[config.mk]
export PLATFORM = sky130hd
export DESIGN_NAME = vx_muldiv_issue
export DESIGN_NICKNAME = d
export VERILOG_FILES = /design/src/rtl/vx_muldiv_issue.sv
export SDC_FILE = /design/constraint.sdc
export NUM_CORES = 1
export LEC_CHECK = 0
export CORE_ASPECT_RATIO = 1.5
export CORE_MARGIN = 1.5
export CORE_UTILIZATION = 50
export CTS_BUF_LIST = sky130_fd_sc_hd__clkbuf_8
export CTS_CLUSTER_SIZE = 40
export DETAILED_ROUTE_END_ITERATION = 8
export DONT_BUFFER_PORTS = 1
export MAX_ROUTING_LAYER = met4
export PLACE_DENSITY = 0.68
export SLEW_MARGIN = 5
export SYNTH_ARGS = -nofsm -noshare
export SYNTH_HDL_FRONTEND = slang
export SYNTH_SLANG_ARGS = --single-unit
[constraint.sdc]
create_clock -name clk -period 8.9 [get_ports clk]
set_input_delay 0.89 -clock clk [delete_from_list [all_inputs] [get_ports clk]]
set_output_delay 0.89 -clock clk [all_outputs]
set_load 0.05 [all_outputs]
[src/rtl/vx_muldiv_issue.sv]
// Issue buffer between dispatch and the muldiv unit: FIFO, request handshake, in-flight credit.
// Optional MULDIV_ISSUE_INORDER_EN holds MULs behind an outstanding DIV so responses stay ordered.

`ifndef INST_MUL_BITS
`define INST_MUL_BITS 3
`endif
`ifndef INST_MUL_IS_DIV
`define INST_MUL_IS_DIV(op) (op[2])
`endif
`ifndef UUID_BITS
`define UUID_BITS 44
`endif
`ifndef NW_BITS
`define NW_BITS 2
`endif
`ifndef NUM_THREADS
`define NUM_THREADS 4
`endif
`ifndef NR_BITS
`define NR_BITS 5
`endif

module vx_muldiv_issue #(
    parameter int unsigned DEPTH       = 4,
    parameter int unsigned MAX_PENDING = 8
) (
    input  logic                          clk,
    input  logic                          reset,
    input  logic                          req_valid,
    output logic                          req_ready,
    input  logic [`INST_MUL_BITS-1:0]     req_op,
    input  logic [`UUID_BITS-1:0]         req_uuid,
    input  logic [`NW_BITS-1:0]           req_wid,
    input  logic [`NUM_THREADS-1:0]       req_tmask,
    input  logic [31:0]                   req_PC,
    input  logic [`NR_BITS-1:0]           req_rd,
    input  logic                          req_wb,
    input  logic [`NUM_THREADS*32-1:0]    req_rs1_data,
    input  logic [`NUM_THREADS*32-1:0]    req_rs2_data,
    output logic                          iss_valid,
    input  logic                          iss_ready,
    output logic [`INST_MUL_BITS-1:0]     iss_op,
    output logic [`UUID_BITS-1:0]         iss_uuid,
    output logic [`NW_BITS-1:0]           iss_wid,
    output logic [`NUM_THREADS-1:0]       iss_tmask,
    output logic [31:0]                   iss_PC,
    output logic [`NR_BITS-1:0]           iss_rd,
    output logic                          iss_wb,
    output logic [`NUM_THREADS*32-1:0]    iss_rs1_data,
    output logic [`NUM_THREADS*32-1:0]    iss_rs2_data,
    input  logic                          rsp_fire,
    output logic [$clog2(MAX_PENDING+1)-1:0] pending,
    output logic                          empty
);

    localparam int unsigned AW = $clog2(DEPTH);
    localparam int unsigned PW = $clog2(MAX_PENDING + 1);
    localparam logic [PW-1:0] PEND_MAX = PW'(MAX_PENDING);

    logic [`INST_MUL_BITS-1:0]  op_mem    [DEPTH];
    logic [`UUID_BITS-1:0]      uuid_mem  [DEPTH];
    logic [`NW_BITS-1:0]        wid_mem   [DEPTH];
    logic [`NUM_THREADS-1:0]    tmask_mem [DEPTH];
    logic [31:0]                pc_mem    [DEPTH];
    logic [`NR_BITS-1:0]        rd_mem    [DEPTH];
    logic                       wb_mem    [DEPTH];
    logic [`NUM_THREADS*32-1:0] rs1_mem   [DEPTH];
    logic [`NUM_THREADS*32-1:0] rs2_mem   [DEPTH];

    logic [AW:0]    wr_ptr_q, rd_ptr_q;
    logic [AW-1:0]  wr_idx, rd_idx;
    logic [PW-1:0]  pending_q, pending_d;
    logic           fifo_full, fifo_empty, issue_ok, enq, fire;

    assign wr_idx     = wr_ptr_q[AW-1:0];
    assign rd_idx     = rd_ptr_q[AW-1:0];
    assign fifo_empty = (wr_ptr_q == rd_ptr_q);
    assign fifo_full  = (wr_ptr_q[AW] != rd_ptr_q[AW]) && (wr_idx == rd_idx);

`ifdef MULDIV_ISSUE_INORDER_EN
    logic div_busy_q;
    logic head_is_div;

    assign head_is_div = `INST_MUL_IS_DIV(iss_op);
    // A DIV waits for the unit to drain; a MUL waits until any issued DIV has returned.
    assign issue_ok = (pending_q < PEND_MAX) && (head_is_div ? (pending_q == '0) : !div_busy_q);

    always_ff @(posedge clk or negedge reset) begin
        if (!reset) begin
            div_busy_q <= 1'b0;
        end else if (fire && head_is_div) begin
            div_busy_q <= 1'b1;
        end else if (rsp_fire && !fire && (pending_q == PW'(1))) begin
            div_busy_q <= 1'b0;
        end
    end
`else
    assign issue_ok = (pending_q < PEND_MAX);
`endif

    assign req_ready = !fifo_full;
    assign iss_valid = !fifo_empty && issue_ok;
    assign enq       = req_valid && req_ready;
    assign fire      = iss_valid && iss_ready;
    assign pending   = pending_q;
    assign empty     = fifo_empty && (pending_q == '0);

    assign iss_op       = op_mem[rd_idx];
    assign iss_uuid     = uuid_mem[rd_idx];
    assign iss_wid      = wid_mem[rd_idx];
    assign iss_tmask    = tmask_mem[rd_idx];
    assign iss_PC       = pc_mem[rd_idx];
    assign iss_rd       = rd_mem[rd_idx];
    assign iss_wb       = wb_mem[rd_idx];
    assign iss_rs1_data = rs1_mem[rd_idx];
    assign iss_rs2_data = rs2_mem[rd_idx];

    always_comb begin
        pending_d = pending_q;
        if (fire && !rsp_fire) begin
            pending_d = pending_q + PW'(1);
        end else if (!fire && rsp_fire && (pending_q != '0)) begin
            pending_d = pending_q - PW'(1);
        end
    end

    always_ff @(posedge clk or negedge reset) begin
        if (!reset) begin
            wr_ptr_q  <= '0;
            rd_ptr_q  <= '0;
            pending_q <= '0;
        end else begin
            if (enq) wr_ptr_q <= wr_ptr_q + 1'b1;
            if (fire) rd_ptr_q <= rd_ptr_q + 1'b1;
            pending_q <= pending_d;
        end
    end

    // Payload storage needs no reset; contents are don't-care until written.
    always_ff @(posedge clk) begin
        if (enq) begin
            op_mem[wr_idx]    <= req_op;
            uuid_mem[wr_idx]  <= req_uuid;
            wid_mem[wr_idx]   <= req_wid;
            tmask_mem[wr_idx] <= req_tmask;
            pc_mem[wr_idx]    <= req_PC;
            rd_mem[wr_idx]    <= req_rd;
            wb_mem[wr_idx]    <= req_wb;
            rs1_mem[wr_idx]   <= req_rs1_data;
            rs2_mem[wr_idx]   <= req_rs2_data;
        end
    end

endmodule
* Word level (Yosys, flattened, before mapping)
Memories as Yosys holds them, arrays and structs flattened.
Index checks and enable logic that the tools add are counted.
Widths: inputs -> output; s select.
** Cells by class
- Add/subtract/negate cells :: 4
- Bitwise gates (word level) :: 0
- $lt $le $gt $ge :: 1
- Eq/ne operators :: 3
- Reduce and logical (&&, ||, !) cells :: 15
- Shifts and indexed selects :: 0
- Divide/modulo/power cells :: 0
- $mul :: 0
- Mux-type cells :: 4
** Operator list (count)
- $logic_and 1x1->1 :: 8
- $mux 4 :: 2
- $add 3x1->3 const B :: 2
- $add 4x1->4 const B :: 1
- $logic_not 1->1 :: 4
- $logic_not 4->1 :: 1
- $lt 4x4->1 const B :: 1
- $reduce_bool 4->1 :: 1
- $sub 4x1->4 const B :: 1
- $eq 3x3->1 :: 1
- $eq 2x2->1 :: 1
- $mux 1 :: 2
- $reduce_bool 2->1 :: 1
- $ne 1x1->1 :: 1
** Storage, ports and cells
- Input bits :: 352
- Bits in latches :: 0
- Word-level logic and storage cells :: 39
- RAM bits :: 1388
- Register bits :: 10
- Bits in read-only memories :: 0
- Output and inout port bits :: 354
- Memories kept :: 9
** Memories
- rs1_mem :: depth 4, width 128, rd ports 1, clocked after Yosys merged registers in 0, wr ports 1, RTL line 67 : logic [`NUM_THREADS*32-1:0] rs1_mem [DEPTH];
- rs2_mem :: depth 4, width 128, rd ports 1, clocked after Yosys merged registers in 0, wr ports 1, RTL line 68 : logic [`NUM_THREADS*32-1:0] rs2_mem [DEPTH];
- uuid_mem :: depth 4, width 44, rd ports 1, clocked after Yosys merged registers in 0, wr ports 1, RTL line 61 : logic [`UUID_BITS-1:0] uuid_mem [DEPTH];
- pc_mem :: depth 4, width 32, rd ports 1, clocked after Yosys merged registers in 0, wr ports 1, RTL line 64 : logic [31:0] pc_mem [DEPTH];
- rd_mem :: depth 4, width 5, rd ports 1, clocked after Yosys merged registers in 0, wr ports 1, RTL line 65 : logic [`NR_BITS-1:0] rd_mem [DEPTH];
- tmask_mem :: depth 4, width 4, rd ports 1, clocked after Yosys merged registers in 0, wr ports 1, RTL line 63 : logic [`NUM_THREADS-1:0] tmask_mem [DEPTH];
- 3 more memories

* Longest topological paths before layout
- Depth in word-level cells :: 9
- Mapped depth :: 9
- Depth with buffers taken out :: 8

* Worst setup path before layout
No wires, ideal clock.
- Kind :: input-to-reg
- From :: input req_valid
- To :: memory op_mem[3][0] (netlist name) (enable)
- Cell stages on the path :: 3
- Buffers on the path :: 0
- Required time :: 8.145 ns
- Path slack :: -1.028 ns
- Arrival :: 9.173 ns
- Library setup time :: 0.755 ns
- Cells stage by stage :: inv_1 a31oi_1 and2_1
** On the way
- Word-level cells in the longest chain between the ends :: 3
** RTL lines
- start: declaration :: RTL line 29 : input logic req_valid,
- $logic_and 1x1->1 :: RTL line 103 : assign enq = req_valid && req_ready;
- $mux 1 :: RTL line 141 : if (enq) begin
- $mux 1 (implied by the code) :: RTL line 142 : op_mem[wr_idx] <= req_op;
- end: declaration :: RTL line 60 : logic [`INST_MUL_BITS-1:0] op_mem [DEPTH];
No other way between the ends.

* Final worst setup path
- From :: register rd_ptr_q[0]
- To :: output iss_rs1_data[48]
** On the way
- Word-level cells in the longest chain between the ends :: 1
** RTL lines
- start: declaration :: RTL line 70 : logic [AW:0] wr_ptr_q, rd_ptr_q;
- start signal: assignment :: RTL line 134 : if (fire) rd_ptr_q <= rd_ptr_q + 1'b1;
- $mem_v2 4x128
- end: declaration :: RTL line 49 : output logic [`NUM_THREADS*32-1:0] iss_rs1_data,
No other way between the ends.

==> results by group <==
Placement
  • IO buf count: 0
  • Final GP Congestion: 0.8275
  • Placed insts: 3114
  • Dpl hpwl: 61850 um
  • Placed Area: 52080 um2

Setup path
  • R2r endpoint: rs1_mem[1][67]
  • Worst EP arrival: 4.79 ns
  • Critical path class: reg2out
  • R2R depth: 5
  • CP delay by family, top: buffers and inverters
  • CP most frequent cell: buf_4
  • Largest stage delay on the critical path: 0.88 ns
  • Reg2reg start: rd_ptr_q[1]
  • Worst Path Buf+Inv: 3
  • Reg2Reg Setup Slack: 4.12 ns
  • Critical path data required time: 8.01 ns
  • Startpoint types: register
  • Worst path slowest cell: dfrtp_4
  • Worst-path cell chain: buf_4, buf_12, buf_4, mux4_2
  • Crit path max fanout: 111
  • CP Capture Type: primary output

GRT
  • Largest net degree at the start of global routing: 154
  • First-pass GRT wire length: 145100 um
  • Total grt overflow: 0
  • Initial antenna violation count: 3
  • GRT Overall Usage: 0.2005
  • Vias in the first global route: 21720

STA
  • Final count of pins violating max slew: 0
  • Final Setup Violations: 0
  • Slew headroom: 0.2592
  • Worst slew pin tran: 1.111 ns
  • Final hold viol count: 0
  • Final min period: 5.676 ns
  • Unrepaired setup endpoints after global routing: false
  • Total negative slack: 0 ns
  • Period Utilization, post-route: 0.6377
  • Fmax: 176.2 MHz
  • Clock Skew: 0.02867 ns

Logic synthesis
  • Syn Area/Cell: 26.97 um2
  • Top-area cell type share of the netlist area: 0.8252
  • Post-synth net total: 2233
  • Post-synthesis cell type count: 25
  • Post-synth EDFFs: 1388
  • Part of the Yosys area used for sequential elements: 0.8302
  • Ranking of synthesized cells by area: edfxtp_1, mux4_2, dfrtp_1
  • Commonest cells post-synth: edfxtp_1, mux4_2, buf_2
  • Post-synthesis async set-or-reset flop share: 0.007153
  • Most used DFF post-synth: edfxtp_1
  • Count leader, synth: edfxtp_1
  • Synth area leader: edfxtp_1
  • Cell count after synthesis: 1873
  • Synth Register Bits: 1398
  • Post-Syn Area: 50510 um2
  • Ys Warns: 0

Clock tree
  • CTS Buf Count: 187
  • Clk buf depth: 3
  • CTS sink count: 1398
  • Maximum level of the CTS H-tree: 4
  • Latest clock arrival within the worst-skew pair: 0.84 ns
  • Clock transition at path regs: 0.07 ns
  • Setup bufs post-CTS: 0
  • CTS tree: built
  • Root Driver: clkbuf_8

Drt
  • Pre-Repair DR Iteration Count: 5
  • Detailed-route DRC error count: 0
  • Total wire length: 100500 um
  • Initial DRC Count: 1743
  • ANT nets after route: 0
  • Vias: 20190
  • Average vias per placed instance: 5.818
  • Routed WL per cell: 28.97 um

Min path
  • HP Start: req_rs2_data[66]
  • Worst min path class: in2reg
  • Hold depth: 0
  • Worst hold path endpoint: rs2_mem[1][66]

Floorplan
  • Die footprint: 103000 um2
  • Initial Util: 0.5049
  • Die span in x: 262.5 um
  • CORE AREA: 100000 um2
  • Die height: 392.3 um
  • # rows: 142
  • IO Count: 706

Final layout
  • Final Cell Area: 55620 um2
  • Area Overhead vs Synth: 10.12%
  • Ratio of cells with drive above 1 in the final layout: 0.2913
  • NumNets Final: 2370
  • Non-filler instance count after layout: 3471

Run
  • Max Cap Viol: 0

Run status
  • Status: finished clean
==> routing by layer <==
layer / up-vias / global-route usage / wire length [um]
met5: - / - / 0
met4: 0 / 0.08626 / 3623
met3: 177 / 0.1005 / 12100
met2: 898 / 0.3154 / 50770
met1: 10640 / 0.2138 / 34050
li1: 8475 / - / -
==> worst max-delay path by stage <==
stage,from,endpoint,slack (ns),cells past startpoint
final,rd_ptr_q[0],iss_rs1_data[48],3.22,4
after detailed placement,rd_ptr_q[0],iss_PC[26],3.93,4
after CTS,rd_ptr_q[0],iss_PC[24],2.94,4
after floorplan,req_valid,op_mem[3][0],2.86,3
after global routing,rd_ptr_q[0],iss_PC[24],2.69,4
after global placement,rd_ptr_q[0],iss_PC[29],3.95,4
==> flip-flops by register name (all words and copies together), names as in the netlist <==
register	cells
rs2_mem	512
rs1_mem	512
op_mem	12
uuid_mem	176
tmask_mem	16
wb_mem	4
wr_ptr_q	3
wid_mem	8
pending	4
rd_ptr_q	3
rd_mem	20
pc_mem	128
==> metrics by stage <==
step | util | worst slack (ns) | hold slack, ns
after floorplan | - | 2.863 | 0.4977
after global placement | 0.5207 | 3.955 | 0.5148
after detailed placement | 0.5207 | 3.933 | 0.5157
after CTS | 0.5558 | 2.944 | 0.00002409
after global routing | 0.5561 | 2.694 | 0.03270
final | 0.5561 | 3.224 | 0.1209
==> final cells by class <==
type	instances	area (um2)
clock inverters	156	887.1
diodes	9	22.52
repair buffers	26	302.8
clock buffers	189	2601
fillers	7122	44410
multi-input cells	392	8229
well taps	1296	1622
flip-flops and latches	1398	41940
inverters	5	18.77
==> placed cells by master (no fill, tap or decap) <==
| master | Yosys | routed |
|---|---|---|
| nand3_1 | 2 | 2 |
| inv_12 | 0 | 3 |
| xnor2_2 | 2 | 2 |
| mux2_2 | 3 | 3 |
| inv_6 | 0 | 3 |
| clkinv_2 | 0 | 39 |
| dlygate4sd3_1 | 0 | 3 |
| clkinv_4 | 0 | 2 |
| edfxtp_1 | 1388 | 1388 |
| fa_1 | 1 | 1 |
| clkinv_8 | 0 | 2 |
| clkinvlp_4 | 0 | 3 |
| or4_1 | 2 | 2 |
| clkinv_1 | 0 | 55 |
| o21ai_0 | 2 | 2 |
| xor2_1 | 5 | 5 |
| diode_2 | 0 | 9 |
| mux2i_1 | 1 | 1 |
| clkbuf_8 | 0 | 189 |
| xnor2_1 | 3 | 3 |
| a21o_1 | 2 | 2 |
| o211ai_1 | 1 | 1 |
| dfrtp_1 | 10 | 8 |
| ha_1 | 7 | 7 |
| a31oi_1 | 3 | 3 |
| and2_4 | 0 | 4 |
| nand2_1 | 5 | 5 |
| dfrtp_4 | 0 | 2 |
| nor2_1 | 1 | 1 |
| a311oi_4 | 1 | 1 |
| buf_12 | 0 | 8 |
| bufinv_16 | 0 | 5 |
| inv_8 | 0 | 3 |
| mux4_2 | 347 | 347 |
| buf_4 | 1 | 15 |
| inv_1 | 5 | 46 |
==> cells by family after synthesis <==
kind of cell / synth area share
flip-flops: 0.8302
multiplexers: 0.1556
buffers and inverters: 0.007110
AND/OR/NAND/NOR: 0.001437
XOR/XNOR: 0.002031
AO/OA/AOI/OAI: 0.001536
adder cells (fa/ha/maj): 0.002130
==> what timing repair did <==
action / CTS / global route
hold buffers: 3 / 0
hold endpoints to repair: 13 / 0
gates resized for setup: 0 / 0
==> worst register-to-register path, cell delays in order, from the launching register on <==
cell     delay [ns]
dfrtp_4        1.09
xnor2_2        0.33
a31oi_1        0.63
and2_4         0.44
buf_12         0.58
buf_4          1.24
Power is not shown: default switching activity piles up to over one toggle a cycle in this logic, so the estimate is an artifact.
